<file path="src/rtl/ddr_cmd_sequencer.sv">
// DDR4 command sequencer: turns read/write/refresh requests into one-cycle command pin patterns,
// tracking the open row of each of the 16 banks and pacing commands with tRP/tRCD/tCCD/tRFC.
module ddr_cmd_sequencer #(
   parameter int unsigned T_RCD = 4,
   parameter int unsigned T_RP  = 4,
   parameter int unsigned T_CCD = 4,
   parameter int unsigned T_RFC = 20
) (
   input  logic        CK_t,
   input  logic        reset_n,
   input  logic        req_valid,
   output logic        req_ready,
   input  logic        req_wr,
   input  logic [1:0]  req_bg,
   input  logic [1:0]  req_ba,
   input  logic [13:0] req_row,
   input  logic [9:0]  req_col,
   input  logic        ref_req,
   output logic        ref_ack,
   output logic        cs_n,
   output logic        act_n,
   output logic        RAS_n_A16,
   output logic        CAS_n_A15,
   output logic        WE_n_A14,
   output logic        A13,
   output logic        A12_BC_n,
   output logic        A11,
   output logic        A10_AP,
   output logic [9:0]  A9_A0,
   output logic [1:0]  bg_addr,
   output logic [1:0]  ba_addr,
   output logic        cas_pulse,
   output logic        cas_wr
);

   localparam int unsigned TMaxA = (T_RCD > T_RP) ? T_RCD : T_RP;
   localparam int unsigned TMaxB = (T_CCD > T_RFC) ? T_CCD : T_RFC;
   localparam int unsigned TMax  = (TMaxA > TMaxB) ? TMaxA : TMaxB;
   localparam int unsigned CntW  = $clog2(TMax + 1);

   localparam logic [CntW-1:0] LdRcd = CntW'(T_RCD - 1);
   localparam logic [CntW-1:0] LdRp  = CntW'(T_RP - 1);
   localparam logic [CntW-1:0] LdCcd = CntW'(T_CCD - 1);
   localparam logic [CntW-1:0] LdRfc = CntW'(T_RFC - 1);

   // {cs_n, act_n, RAS_n, CAS_n, WE_n}
   localparam logic [4:0] CmdDes = 5'b11111;
   localparam logic [4:0] CmdAct = 5'b00111;
   localparam logic [4:0] CmdWr  = 5'b01100;
   localparam logic [4:0] CmdRd  = 5'b01101;
   localparam logic [4:0] CmdPre = 5'b01010;
   localparam logic [4:0] CmdRef = 5'b01001;

   typedef enum logic [3:0] {
      StIdle,
      StPre,
      StWaitRp,
      StAct,
      StWaitRcd,
      StCas,
      StWaitCcd,
      StPrea,
      StWaitRpa,
      StRef,
      StWaitRfc
   } state_e;

   state_e          state_q, state_d;
   logic [CntW-1:0] cnt_q, cnt_d;
   logic            running_q;

   logic            lat_wr_q, lat_wr_d;
   logic [3:0]      lat_bank_q, lat_bank_d;
   logic [13:0]     lat_row_q, lat_row_d;
   logic [9:0]      lat_col_q, lat_col_d;

   logic [15:0]     open_q, open_d;
   logic [13:0]     row_q [16];
   logic [13:0]     row_d [16];

   logic [4:0]      cmd_q, cmd_d;
   logic [13:0]     addr_q, addr_d;
   logic [3:0]      bank_q, bank_d;
   logic            ref_ack_q, ref_ack_d;
   logic            cas_pulse_q, cas_pulse_d;
   logic            cas_wr_q, cas_wr_d;

   logic [3:0]      req_bank;
   logic            any_open;

   assign req_bank  = {req_bg, req_ba};
   assign any_open  = |open_q;
   // running_q keeps req_ready low while reset is asserted
   assign req_ready = running_q && (state_q == StIdle) && !ref_req;

   always_comb begin
      state_d    = state_q;
      cnt_d      = cnt_q;
      lat_wr_d   = lat_wr_q;
      lat_bank_d = lat_bank_q;
      lat_row_d  = lat_row_q;
      lat_col_d  = lat_col_q;
      unique case (state_q)
         StIdle: begin
            if (ref_req) begin
               if (any_open) begin
                  state_d = StPrea;
                  cnt_d   = LdRp;
               end else begin
                  state_d = StRef;
                  cnt_d   = LdRfc;
               end
            end else if (req_valid && running_q) begin
               lat_wr_d   = req_wr;
               lat_bank_d = req_bank;
               lat_row_d  = req_row;
               lat_col_d  = req_col;
               if (!open_q[req_bank]) begin
                  state_d = StAct;
                  cnt_d   = LdRcd;
               end else if (row_q[req_bank] == req_row) begin
                  state_d = StCas;
                  cnt_d   = LdCcd;
               end else begin
                  state_d = StPre;
                  cnt_d   = LdRp;
               end
            end
         end
         // The counter holds T-1 during the command cycle, so the next command lands T cycles later.
         StPre, StWaitRp: begin
            if (cnt_q == '0) begin
               state_d = StAct;
               cnt_d   = LdRcd;
            end else begin
               state_d = StWaitRp;
               cnt_d   = cnt_q - 1'b1;
            end
         end
         StAct, StWaitRcd: begin
            if (cnt_q == '0) begin
               state_d = StCas;
               cnt_d   = LdCcd;
            end else begin
               state_d = StWaitRcd;
               cnt_d   = cnt_q - 1'b1;
            end
         end
         StCas, StWaitCcd: begin
            if (cnt_q == '0) begin
               state_d = StIdle;
            end else begin
               state_d = StWaitCcd;
               cnt_d   = cnt_q - 1'b1;
            end
         end
         StPrea, StWaitRpa: begin
            if (cnt_q == '0) begin
               state_d = StRef;
               cnt_d   = LdRfc;
            end else begin
               state_d = StWaitRpa;
               cnt_d   = cnt_q - 1'b1;
            end
         end
         StRef, StWaitRfc: begin
            if (cnt_q == '0) begin
               state_d = StIdle;
            end else begin
               state_d = StWaitRfc;
               cnt_d   = cnt_q - 1'b1;
            end
         end
         default: state_d = StIdle;
      endcase
   end

   always_comb begin
      open_d = open_q;
      row_d  = row_q;
      unique case (state_q)
         StAct: begin
            open_d[lat_bank_q] = 1'b1;
            row_d[lat_bank_q]  = lat_row_q;
         end
         StPre:   open_d[lat_bank_q] = 1'b0;
         StPrea:  open_d = '0;
         default: ;
      endcase
   end

   // Pins are registered from the next state so each command is glitch-free for one full cycle.
   always_comb begin
      cmd_d       = CmdDes;
      addr_d      = '0;
      bank_d      = '0;
      ref_ack_d   = 1'b0;
      cas_pulse_d = 1'b0;
      cas_wr_d    = 1'b0;
      unique case (state_d)
         StAct: begin
            cmd_d  = CmdAct;
            addr_d = lat_row_d;
            bank_d = lat_bank_d;
         end
         StCas: begin
            cmd_d       = lat_wr_d ? CmdWr : CmdRd;
            addr_d      = {1'b0, 1'b1, 1'b0, 1'b0, lat_col_d};
            bank_d      = lat_bank_d;
            cas_pulse_d = 1'b1;
            cas_wr_d    = lat_wr_d;
         end
         StPre: begin
            cmd_d  = CmdPre;
            bank_d = lat_bank_d;
         end
         StPrea: begin
            cmd_d      = CmdPre;
            addr_d[10] = 1'b1;
         end
         StRef: begin
            cmd_d     = CmdRef;
            ref_ack_d = 1'b1;
         end
         default: ;
      endcase
   end

   always_ff @(posedge CK_t or negedge reset_n) begin
      if (!reset_n) begin
         state_q     <= StIdle;
         cnt_q       <= '0;
         running_q   <= 1'b0;
         lat_wr_q    <= 1'b0;
         lat_bank_q  <= '0;
         lat_row_q   <= '0;
         lat_col_q   <= '0;
         open_q      <= '0;
         cmd_q       <= CmdDes;
         addr_q      <= '0;
         bank_q      <= '0;
         ref_ack_q   <= 1'b0;
         cas_pulse_q <= 1'b0;
         cas_wr_q    <= 1'b0;
         for (int i = 0; i < 16; i++) begin
            row_q[i] <= '0;
         end
      end else begin
         state_q     <= state_d;
         cnt_q       <= cnt_d;
         running_q   <= 1'b1;
         lat_wr_q    <= lat_wr_d;
         lat_bank_q  <= lat_bank_d;
         lat_row_q   <= lat_row_d;
         lat_col_q   <= lat_col_d;
         open_q      <= open_d;
         cmd_q       <= cmd_d;
         addr_q      <= addr_d;
         bank_q      <= bank_d;
         ref_ack_q   <= ref_ack_d;
         cas_pulse_q <= cas_pulse_d;
         cas_wr_q    <= cas_wr_d;
         for (int i = 0; i < 16; i++) begin
            row_q[i] <= row_d[i];
         end
      end
   end

   assign {cs_n, act_n, RAS_n_A16, CAS_n_A15, WE_n_A14} = cmd_q;
   assign {A13, A12_BC_n, A11, A10_AP, A9_A0}          = addr_q;
   assign {bg_addr, ba_addr}                            = bank_q;
   assign ref_ack                                       = ref_ack_q;
   assign cas_pulse                                     = cas_pulse_q;
   assign cas_wr                                        = cas_wr_q;

endmodule

</file>
<file path="config.mk">
export PLATFORM = sky130hd
export DESIGN_NAME = ddr_cmd_sequencer
export DESIGN_NICKNAME = d
export VERILOG_FILES = /design/src/rtl/ddr_cmd_sequencer.sv
export SDC_FILE = /design/constraint.sdc
export NUM_CORES = 1
export LEC_CHECK = 0
export BUFFER_PORTS_ARGS = -buffer_cell sky130_fd_sc_hd__buf_2
export CORE_MARGIN = 5
export CORE_UTILIZATION = 55
export CTS_CLUSTER_DIAMETER = 60
export DETAILED_ROUTE_END_ITERATION = 8
export PLACE_DENSITY = 0.71
export SLEW_MARGIN = 10
export SYNTH_ARGS = -nofsm -noshare
export SYNTH_HDL_FRONTEND = slang
export SYNTH_SLANG_ARGS = --single-unit
export TNS_END_PERCENT = 30
</file>
<file path="constraint.sdc">
create_clock -name CK_t -period 7.57 [get_ports CK_t]
set_input_delay 0.3785 -clock CK_t [delete_from_list [all_inputs] [get_ports CK_t]]
set_output_delay 0.3785 -clock CK_t [all_outputs]
set_load 0.1 [all_outputs]
</file>
Word-level counts from Yosys, hierarchy flattened
Index checks and enable logic that the tools add are counted.
{ "classes": {"n_addsub": 1, "mul": 0, "div_mod_pow": 0, "n_lt_le_gt_ge": 6, "n_eq_ne": 18, "shifts": 0, "muxes": 50, "bitwise": 5, "n_reduce_logical": 21} }
{ "ops": {"columns": ["cell", "count"], "rows": [
  ["bitwise mux 224 bit", 1],
  ["two-way mux 14 bit", 6],
  ["binary-select mux 14 bit (select 4 bit)", 1],
  ["demux 14 bit (select 4 bit)", 1],
  ["case mux 16 bit (3 select lines)", 1],
  ["case mux 5 bit (4 select lines)", 2],
  ["two-way mux 4 bit", 8],
  ["two-way mux 10 bit", 3],
  ["two-way mux 5 bit", 6],
  ["equality test 4 x 3 -> 1 bit, second input constant", 6],
  ["case mux 4 bit (6 select lines)", 1],
  ["case mux 10 bit (2 select lines)", 1],
  ["AND 16 bit", 1],
  ["equality test 4 bit, second input constant", 4],
  ["NOT 16 bit", 1],
  ["bitwise OR 16 bit", 1],
  ["OR reduction 16 bit", 1],
  ["equality test 14 bit", 1],
  ["equality test 4 x 2 -> 1 bit, second input constant", 3],
  ["two-way mux 1 bit", 12],
  ["OR reduction 2 bit", 6],
  [">= comparator 5 bit, second input constant", 2],
  ["< comparator 4 x 5 -> 1 bit, second input constant", 2],
  ["NOT 4 -> 5 bit", 2],
  ["other kinds (20)", 28]
]} }
{ "totals": {"reg_bits": 305, "latchBits": 0, "mem_bits_rw": 0, "mem_bits_ro": 0, "in_bits": 33, "output_inout_bits": 27, "n_memories": 0} }

Logic depth before layout (Yosys ltp)
Gate-level depths: netlist of run 1.
{ "depth": {"ltp_word": 13, "mapped_depth": 12} }

Worst setup path before layout of run 1
No wires, ideal clock.
{ "synth_timing": {"kind": "register to output", "start": "reg state_q[1]", "end": "out req_ready", "arrival_ns": 2.260, "required_ns": 7.192, "slack_ns": 4.931, "path_stages_with_launch": 5, "cell_sequence": "dfrtp_1 clkbuf_1 nor4_1 nand2b_1 nor2_1"} }
{ "synth_between": {"elab_chain_cells": 3} }
{ "synth_lines": {"columns": ["item", "line", "source"], "rows": [
  ["start, declared", "68", "state_e state_q, state_d;"],
  ["start signal, assigned", "231", "state_q <= StIdle;"],
  ["start signal, assigned", "249", "state_q <= state_d;"],
  ["zero test 4 bit", "94", "assign req_ready = running_q && (state_q == StIdle) && !ref_req;"],
  ["logical AND 1 bit (2 in series)", "94", null],
  ["end, declared", "12", "output logic req_ready,"]
]} }
No other way between the ends.

Final worst setup path of run 1
{ "layout_timing": {"start": "in req_ba[0]", "end": "reg addr_q[10]"} }
{ "layout_between": {"elab_chain_cells": 12, "elab_cells_between_ends": 15} }
{ "layout_lines": {"columns": ["item", "line", "source"], "rows": [
  ["start, declared", "15", "input logic [1:0] req_ba,"],
  ["NOT 4 -> 5 bit (implied by the code)", "121", "end else if (row_q[req_bank] == req_row) begin"],
  ["binary-select mux 14 bit (select 4 bit)", "121", null],
  ["two-way mux 14 bit (implied by the code) (2 in series)", "121", null],
  ["equality test 14 bit", "121", null],
  ["two-way mux 3 bit", "121", null],
  ["two-way mux 3 bit *", "118", "if (!open_q[req_bank]) begin"],
  ["two-way mux 4 bit *", "113", "end else if (req_valid && running_q) begin"],
  ["two-way mux 4 bit *", "105", "if (ref_req) begin"],
  ["case mux 4 bit (6 select lines) *", "103", "unique case (state_q)"],
  ["net state_d[2]", "68", null],
  ["equality test 4 x 3 -> 1 bit / equality test 4 x 2 -> 1 bit (equally long branches)", "200", "unique case (state_d)"],
  ["case mux 1 bit (2 select lines) *", "200", null],
  ["net addr_d[10]", "82", "logic [13:0] addr_q, addr_d;"],
  ["end signal, assigned", "258", "addr_q <= addr_d;"],
  ["end, declared", "82", null]
]} }
Mark *: on every way through the listed nets, which the timed path passes. The rest lies on a longest branch. The select of a mux whose other input is x is not followed.
A chain may end at the register's enable or synchronous reset.

==> key figures, run 1 <==
Timing
  • Unrepaired setup endpoints after global routing: no
  • Setup TNS Final: 0 ns
  • WHS: 0.0713 ns
  • Worst setup margin: 3.96 ns
  • Fin. max-slew vios: 0
  • Setup-failing EPs final: 0
  • Fin crit period: 3.61 ns
  • Slew @ Worst Pin: 1.24 ns
  • Final period util: 47.6%
  • Slew HR: 17.3%
  • Fin. Hold Viols: 0
  • Clock Skews: 0.0107 ns
  • Fmax: 277 MHz

Setup path
  • Setup CP Type: in2reg
  • Crit-path cells: buf_4 -> nor2_1 -> a22o_1 -> a221oi_1 -> xnor2_1 -> o211ai_1 -> nor4_2 -> a21boi_2 -> inv_2 -> o21a_1
  • Cell count of the worst reg-to-reg path: 10
  • CP max-delay cell: buf_4
  • Crit path max fanout: 49
  • Critical Path End Type: register
  • Reg2reg setup slack: 3.99 ns
  • Critical Path AT: 4.05 ns
  • FF-to-FF End: addr_q[10]
  • Worst Path Required: 8.02 ns
  • Reg2reg start: cnt_q[0]
  • Biggest cell delay along the critical path: 0.73 ns
  • Startpoint Class: primary input

CTS
  • H-Tree Depth: 1
  • Post-CTS Hold Buffers: 1
  • CTS root buf: clkbuf_16
  • CTS tree: built
  • CTS Buffer Depth: 3
  • Post-CTS sizing: 0
  • Clk_lat worst skew: 0.56 ns
  • Setup bufs post-CTS: 0
  • Clock-pin transition on the worst setup and hold timing paths: 0.06 ns
  • Num CTS Buffers: 31
  • Clk sink count: 305

Logic synthesis
  • Async set-reset flop share out of synthesis: 100%
  • Post-synthesis simple-gate area fraction: 5.61%
  • Synthesized area per cell: 13.6 um^2
  • Synth Flop Type: dfrtp_1
  • Post-synthesis compound-gate area fraction: 4.70%
  • Net Count, Synth: 1077
  • Synth Area in Adders: 0.230%
  • Main combinational cell family by area after synthesis: multiplexers
  • Distinct cells, synth: 54
  • Synth Register Bits: 305
  • Yosys warnings: 0
  • Synthesized cell area: 14200 um^2
  • Post-synthesis mux area share: 31.5%
  • Register area share after synthesis: 53.9%
  • Post-synth EDFFs: 0
  • Post-Syn Instances: 1043
  • Xor/xnor share of the synthesized area: 1.24%

Floorplanning
  • FP Rows: 58
  • Die ar.: 29100 um^2
  • Starting Density: 56.1%
  • Boundary Pins: 60
  • Core ar.: 25300 um^2
  • DIE HEIGHT: 170 um
  • Die width: 170 um

Drt
  • Vias/cell: 6.29
  • WL met1: 15500 um
  • Wire per inst: 24.6 um
  • DRC errors left: 0
  • Iter 0 DRT Violations: 811
  • Final WL: 35000 um
  • Highest routed layer: met4
  • 1st-pass router iterations: 5
  • Antenna Violating Nets Remaining: 0
  • Via count: 8934
  • Routed wl met2: 16600 um
  • Met3 Routed Length: 1930 um

Layout
  • Nets: 1101
  • N_diodes: 0
  • Most frequent cells in the layout: 300 x dfrtp_1, 254 x mux2_2, 62 x nand2_1, 56 x buf_2, 55 x mux2i_1
  • Commonest non-fill, non-tap cell in the layout: dfrtp_1
  • Share of cells above drive strength 1: 40.5%
  • Final Util: 62.5%
  • Synth-to-Final Area Change: 11.3%

Placed design
  • RD Place Congestion: 0.843
  • Number of port buffers: 59
  • DP Worst Slack: 3.42 ns
  • Post-DP HPWL: 21400 um

Global route
  • Largest net degree at the start of global routing: 83
  • Vias in the first global route: 9107
  • Gr usage total: 24.6%
  • GRT overflow: 0
  • Global-route wire length before repair: 55100 um
  • Initial antenna violation count: 0

Min path
  • WHS Endpoint: lat_col_q[9]
  • Hold path startpoint: req_col[9]
  • Hold Path Stages: 2
  • Hold Path Class: in2reg

Power
  • Pleak: 7.56 nW
  • Peak supply drop: 0.292 mV
  • Power per Cell Area: 347 nW/um^2

Run status
  • Status: finished, final reports clean

Job
  • Max-Cap Viols: 0
## worst max path at each step
| stage | startpoint | to | cells past startpoint |
|---|---|---|---|
| 3_5_place_dp | req_ba[0] | addr_q[10] | 10 |
| 3_3_place_gp | req_ba[0] | addr_q[10] | 10 |
| 6_report | req_ba[0] | addr_q[10] | 10 |
| 5_1_grt | req_ba[0] | addr_q[10] | 10 |
| 2_1_floorplan | state_q[1] | req_ready | 4 |
| 4_1_cts | cnt_q[0] | addr_q[10] | 10 |
## through the flow
step	cell area (um^2)	instances	power, mW
5_1_grt	15800	1421	5.74
3_3_place_gp	14700	1363	3.81
4_1_cts	15800	1421	5.50
6_report	15800	1421	5.48
2_1_floorplan	14200	1043	3.43
3_5_place_dp	14700	1363	3.85
## logic make-up (layout without fill, tap and decap cells)
group | after synthesis | in the layout
XOR/XNOR | 20 | 20
multiplexers | 356 | 356
AO/OA/AOI/OAI | 103 | 103
other | 1 | 1
buffers and inverters | 92 | 140
adder cells (fa/ha/maj) | 3 | 3
flip-flops | 305 | 305
AND/OR/NAND/NOR | 163 | 163
## worst max-delay path: cells and delay by family
family,cells,cell delay [ns]
AND/OR/NAND/NOR,2,0.43
buffers and inverters,2,1.02
AO/OA/AOI/OAI,5,2.06
XOR/XNOR,1,0.11
## cell type report
cell class	count	area (um^2)
clock buffer	44	905
clock inverter	13	199
fill	1950	9480
inverter	13	48.8
multi-input combinational	646	6170
sequential	305	7640
tap	330	413
timing repair buffer	70	395
## power by group
part / internal [mW] / total, mW / leakage [nW] / switching (mW)
combinational: 0.542 / 1.49 / 2.87 / 0.948
clock: 0.999 / 1.63 / 0.540 / 0.635
sequential: 1.97 / 2.35 / 4.15 / 0.378
total: 3.51 / 5.48 / 7.56 / 1.96
## layer usage
layer	vias to the layer above	track usage (%)
met1	4700	37.1
li1	3863	-
met5	-	0
met3	73	3.14
met4	0	5.90
met2	298	38.6
## registers in the layout, indices dropped and copies added, names as in the netlist
signal and cells:
ref_ack 1, lat_col_q 10, bank_q 4, lat_bank_q 4, lat_wr_q 1, open_q 16, lat_row_q 14, cmd_q 5
row_q 224, state_q 4, running_q 1, addr_q 14, cnt_q 5, cas_wr 1, cas_pulse 1
## synth_stat cells (all sizes together) (2+ instances only)
master	instances	area [um^2]
mux2	254	2860
nor4	9	62.6
maj3	2	20.0
nor2b	7	43.8
o211ai	4	30.0
nor4b	2	23.8
and3	5	31.3
mux2i	55	551
o21ai	11	55.1
a22oi	12	90.1
nor2	32	120
nor3	19	100
o31ai	12	95.1
a31oi	2	12.5
nand2b	8	50.1
buf	32	161
nand2	62	233
dfstp	5	131
nor3b	6	45.0
xnor2	15	131
nand3	3	15.0
and2	3	18.8
a221oi	3	26.3
xor2	5	43.8
a22o	2	17.5
mux4	47	1060
a211oi	2	15.0
dfrtp	300	7510
nand3b	2	15.0
clkbuf	47	176
o41ai	6	52.6
inv	13	48.8
a21oi	43	215
No activity file was read; power rests on OpenSTA's default activity.
==> run 2: changes to the inputs <==
Clock period 7.57 ns to 3.5 ns, I/O delays scaled along.
==> key figures, run 2 (synthesis results as in run 1) <==
Timing
  • Setup-failing EPs final: 0 (unchanged)
  • Slew @ Worst Pin: 1.26 ns (was 1.24 ns)
  • Fin. Hold Viols: 0 (unchanged)
  • Slew HR: 15.8% (was 17.3%)
  • Setup TNS Final: 0 ns (unchanged)
  • Fmax: 316 MHz
  • Worst setup margin: 0.337 ns (was 3.96 ns)
  • Final period util: 90.4%
  • Unrepaired setup endpoints after global routing: no (unchanged)
  • Fin crit period: 3.16 ns
  • Fin. max-slew vios: 0 (unchanged)
  • Clock Skews: 0.0170 ns (was 0.0107 ns)

Global route
  • Gr usage total: 25.4% (was 24.6%)
  • GRT overflow: 0 (unchanged)
  • Initial antenna violation count: 2 (was 0)
  • Largest net degree at the start of global routing: 100 (was 83)
  • Vias in the first global route: 9413 (was 9107)
  • Global-route wire length before repair: 56600 um (was 55100 um)

Floorplanning
  • Die ar.: 29100 um^2 (unchanged)
  • Starting Density: 56.1% (unchanged)
  • Die width: 170 um (unchanged)
  • FP Rows: 58 (unchanged)
  • Boundary Pins: 60 (unchanged)
  • DIE HEIGHT: 170 um (unchanged)
  • Core ar.: 25300 um^2 (unchanged)

Layout
  • Top flop regs: row_q x224, open_q x16 (unchanged)
  • Sequential Area: 7640 um^2 (unchanged)
  • Nets: 1156 (was 1101)
  • Synth-to-Final Area Change: 14.9% (was 11.3%)
  • N_diodes: 0 (unchanged)
  • Area of the multi-input gates: 6170 um^2 (unchanged)
  • Biggest register: row_q (unchanged)
  • Most frequent cells in the layout: 300 x dfrtp_1, 254 x mux2_2, 62 x nand2_1, 56 x buf_2, 55 x mux2i_1 (unchanged)
  • Commonest non-fill, non-tap cell in the layout: dfrtp_1 (unchanged)
  • Max FFs per register: 224 (unchanged)
  • Fill count: 1833 (was 1950)
  • Share of cells above drive strength 1: 42.0% (was 40.5%)

Power
  • Pleak: 7.83 nW (was 7.56 nW)
  • Peak supply drop: 0.613 mV (was 0.292 mV)
  • Power per Cell Area: 736 nW/um^2 (was 347 nW/um^2)

CTS
  • Clock-pin transition on the worst setup and hold timing paths: 0.06 ns (about the same)
  • Clk sink count: 305 (unchanged)
  • CTS root buf: clkbuf_16 (unchanged)
  • H-Tree Depth: 2 (was 1)
  • CTS Buffer Depth: 3 (unchanged)
  • Num CTS Buffers: 34 (was 31)
  • Setup bufs post-CTS: 0 (unchanged)
  • Clk_lat worst skew: 0.51 ns (was 0.56 ns)
  • CTS tree: built (unchanged)

Run status
  • Status: finished, final reports clean (unchanged)

Drt
  • DRC errors left: 0 (unchanged)
  • Via count: 9066 (was 8934)
  • Final WL: 36000 um (was 35000 um)
  • 1st-pass router iterations: 5 (unchanged)
  • Wire per inst: 24.4 um (was 24.6 um)
  • Vias/cell: 6.14 (was 6.29)
  • Antenna Violating Nets Remaining: 0 (unchanged)
  • Iter 0 DRT Violations: 825 (was 811)

Setup path
  • Critical Path AT: 3.56 ns (was 4.05 ns)
  • Setup CP Type: reg2reg (was in2reg)
  • Crit path max fanout: 15 (was 49)
  • Critical Path End Type: register (unchanged)
  • Worst Path Required: 3.89 ns (was 8.02 ns)
  • Startpoint Class: register (was primary input)

Placed design
  • RD Place Congestion: 0.870 (was 0.843)
  • DP Worst Slack: 0.213 ns (was 3.42 ns)
  • Post-DP HPWL: 22900 um (was 21400 um)
  • Number of port buffers: 59 (unchanged)

Min path
  • Hold Path Class: in2reg (unchanged)

Job
  • Max-Cap Viols: 0 (unchanged)
## run 2: cell types whose count changed in the layout (fill, tap and decap cells not counted)
cell / previous run / this run
clkinv_2: 5 / 6
buf_4: 12 / 46
clkbuf_16: 31 / 35
clkbuf_1: 5 / 9
buf_12: 0 / 6
dlygate4sd3_1: 1 / 13
clkinvlp_4: 2 / 1
bufinv_16: 5 / 3
clkbuf_8: 8 / 4
clkinv_4: 0 / 1
## run 2: path summary, 6_finish.rpt
path | from | cells after the start | to | slack (ns)
min in group asynchronous | reset_n | 2 | open_q[7] | 0.28
max in group asynchronous | reset_n | 3 | row_q[175] | 2.07
min reg2reg | row_q[187] | 1 | row_q[187] | 0.50
min | req_row[2] | 2 | lat_row_q[2] | 0.02
max reg2reg | cnt_q[0] | 10 | addr_q[6] | 0.34
max | cnt_q[0] | 10 | addr_q[6] | 0.34
## run 2: layer usage
metal	GRT usage [%]	routed length [um]	vias to the layer above	share of wire (%)
met1	37.2	16200	4779	45
met5	0	19	-	0.053
met3	4.60	2050	56	5.7
met2	40.0	17000	264	47
met4	6.39	726	4	2.0
li1	-	-	3963	-
## run 2: critical path: stages (launching register included)
cell     delay [ns]
dfrtp_1        0.40
inv_1          0.07
ha_1           0.17
nor4b_2        0.43
maj3_1         0.31
nor2b_1        0.06
o31ai_2        0.26
nand2_1        0.20
nor2_1         0.74
nand2_1        0.14
mux2i_1        0.27
## run 2: power breakdown
group / total [mW] / switching [mW] / internal, mW
clock network: 3.55 / 1.40 / 2.15
registers: 5.08 / 0.812 / 4.27
logic: 3.35 / 2.09 / 1.26
## run 2: what timing repair did
item	CTS	global route
hold endpoints to repair	105	0
resized for setup	0	0
hold buffers	13	0
## run 2: area by class of cell
| class | instances | share of cell area, % |
|---|---|---|
| clock inverters | 12 | 0.892 |
| well taps | 330 | 2.54 |
| inverters | 13 | 0.300 |
| flip-flops and latches | 305 | 46.9 |
| clock buffers | 48 | 5.93 |
| repair buffers | 122 | 5.47 |
| multi-input cells | 646 | 37.9 |
## run 2: through the flow
| stage | hold WS (ns) | util, % | std cells | cell area (um^2) | total power [mW] |
|---|---|---|---|---|---|
| after floorplan | -0.121 | - | 1043 | 14200 | 7.41 |
| after global placement | 0.260 | 59.5 | 1403 | 15000 | 8.36 |
| after detailed placement | 0.260 | 59.5 | 1403 | 15000 | 8.43 |
| after CTS | 0.00899 | 64.4 | 1476 | 16300 | 12.0 |
| after global routing | 0.000782 | 64.4 | 1476 | 16300 | 12.6 |
| final | 0.0220 | 64.4 | 1476 | 16300 | 12.0 |
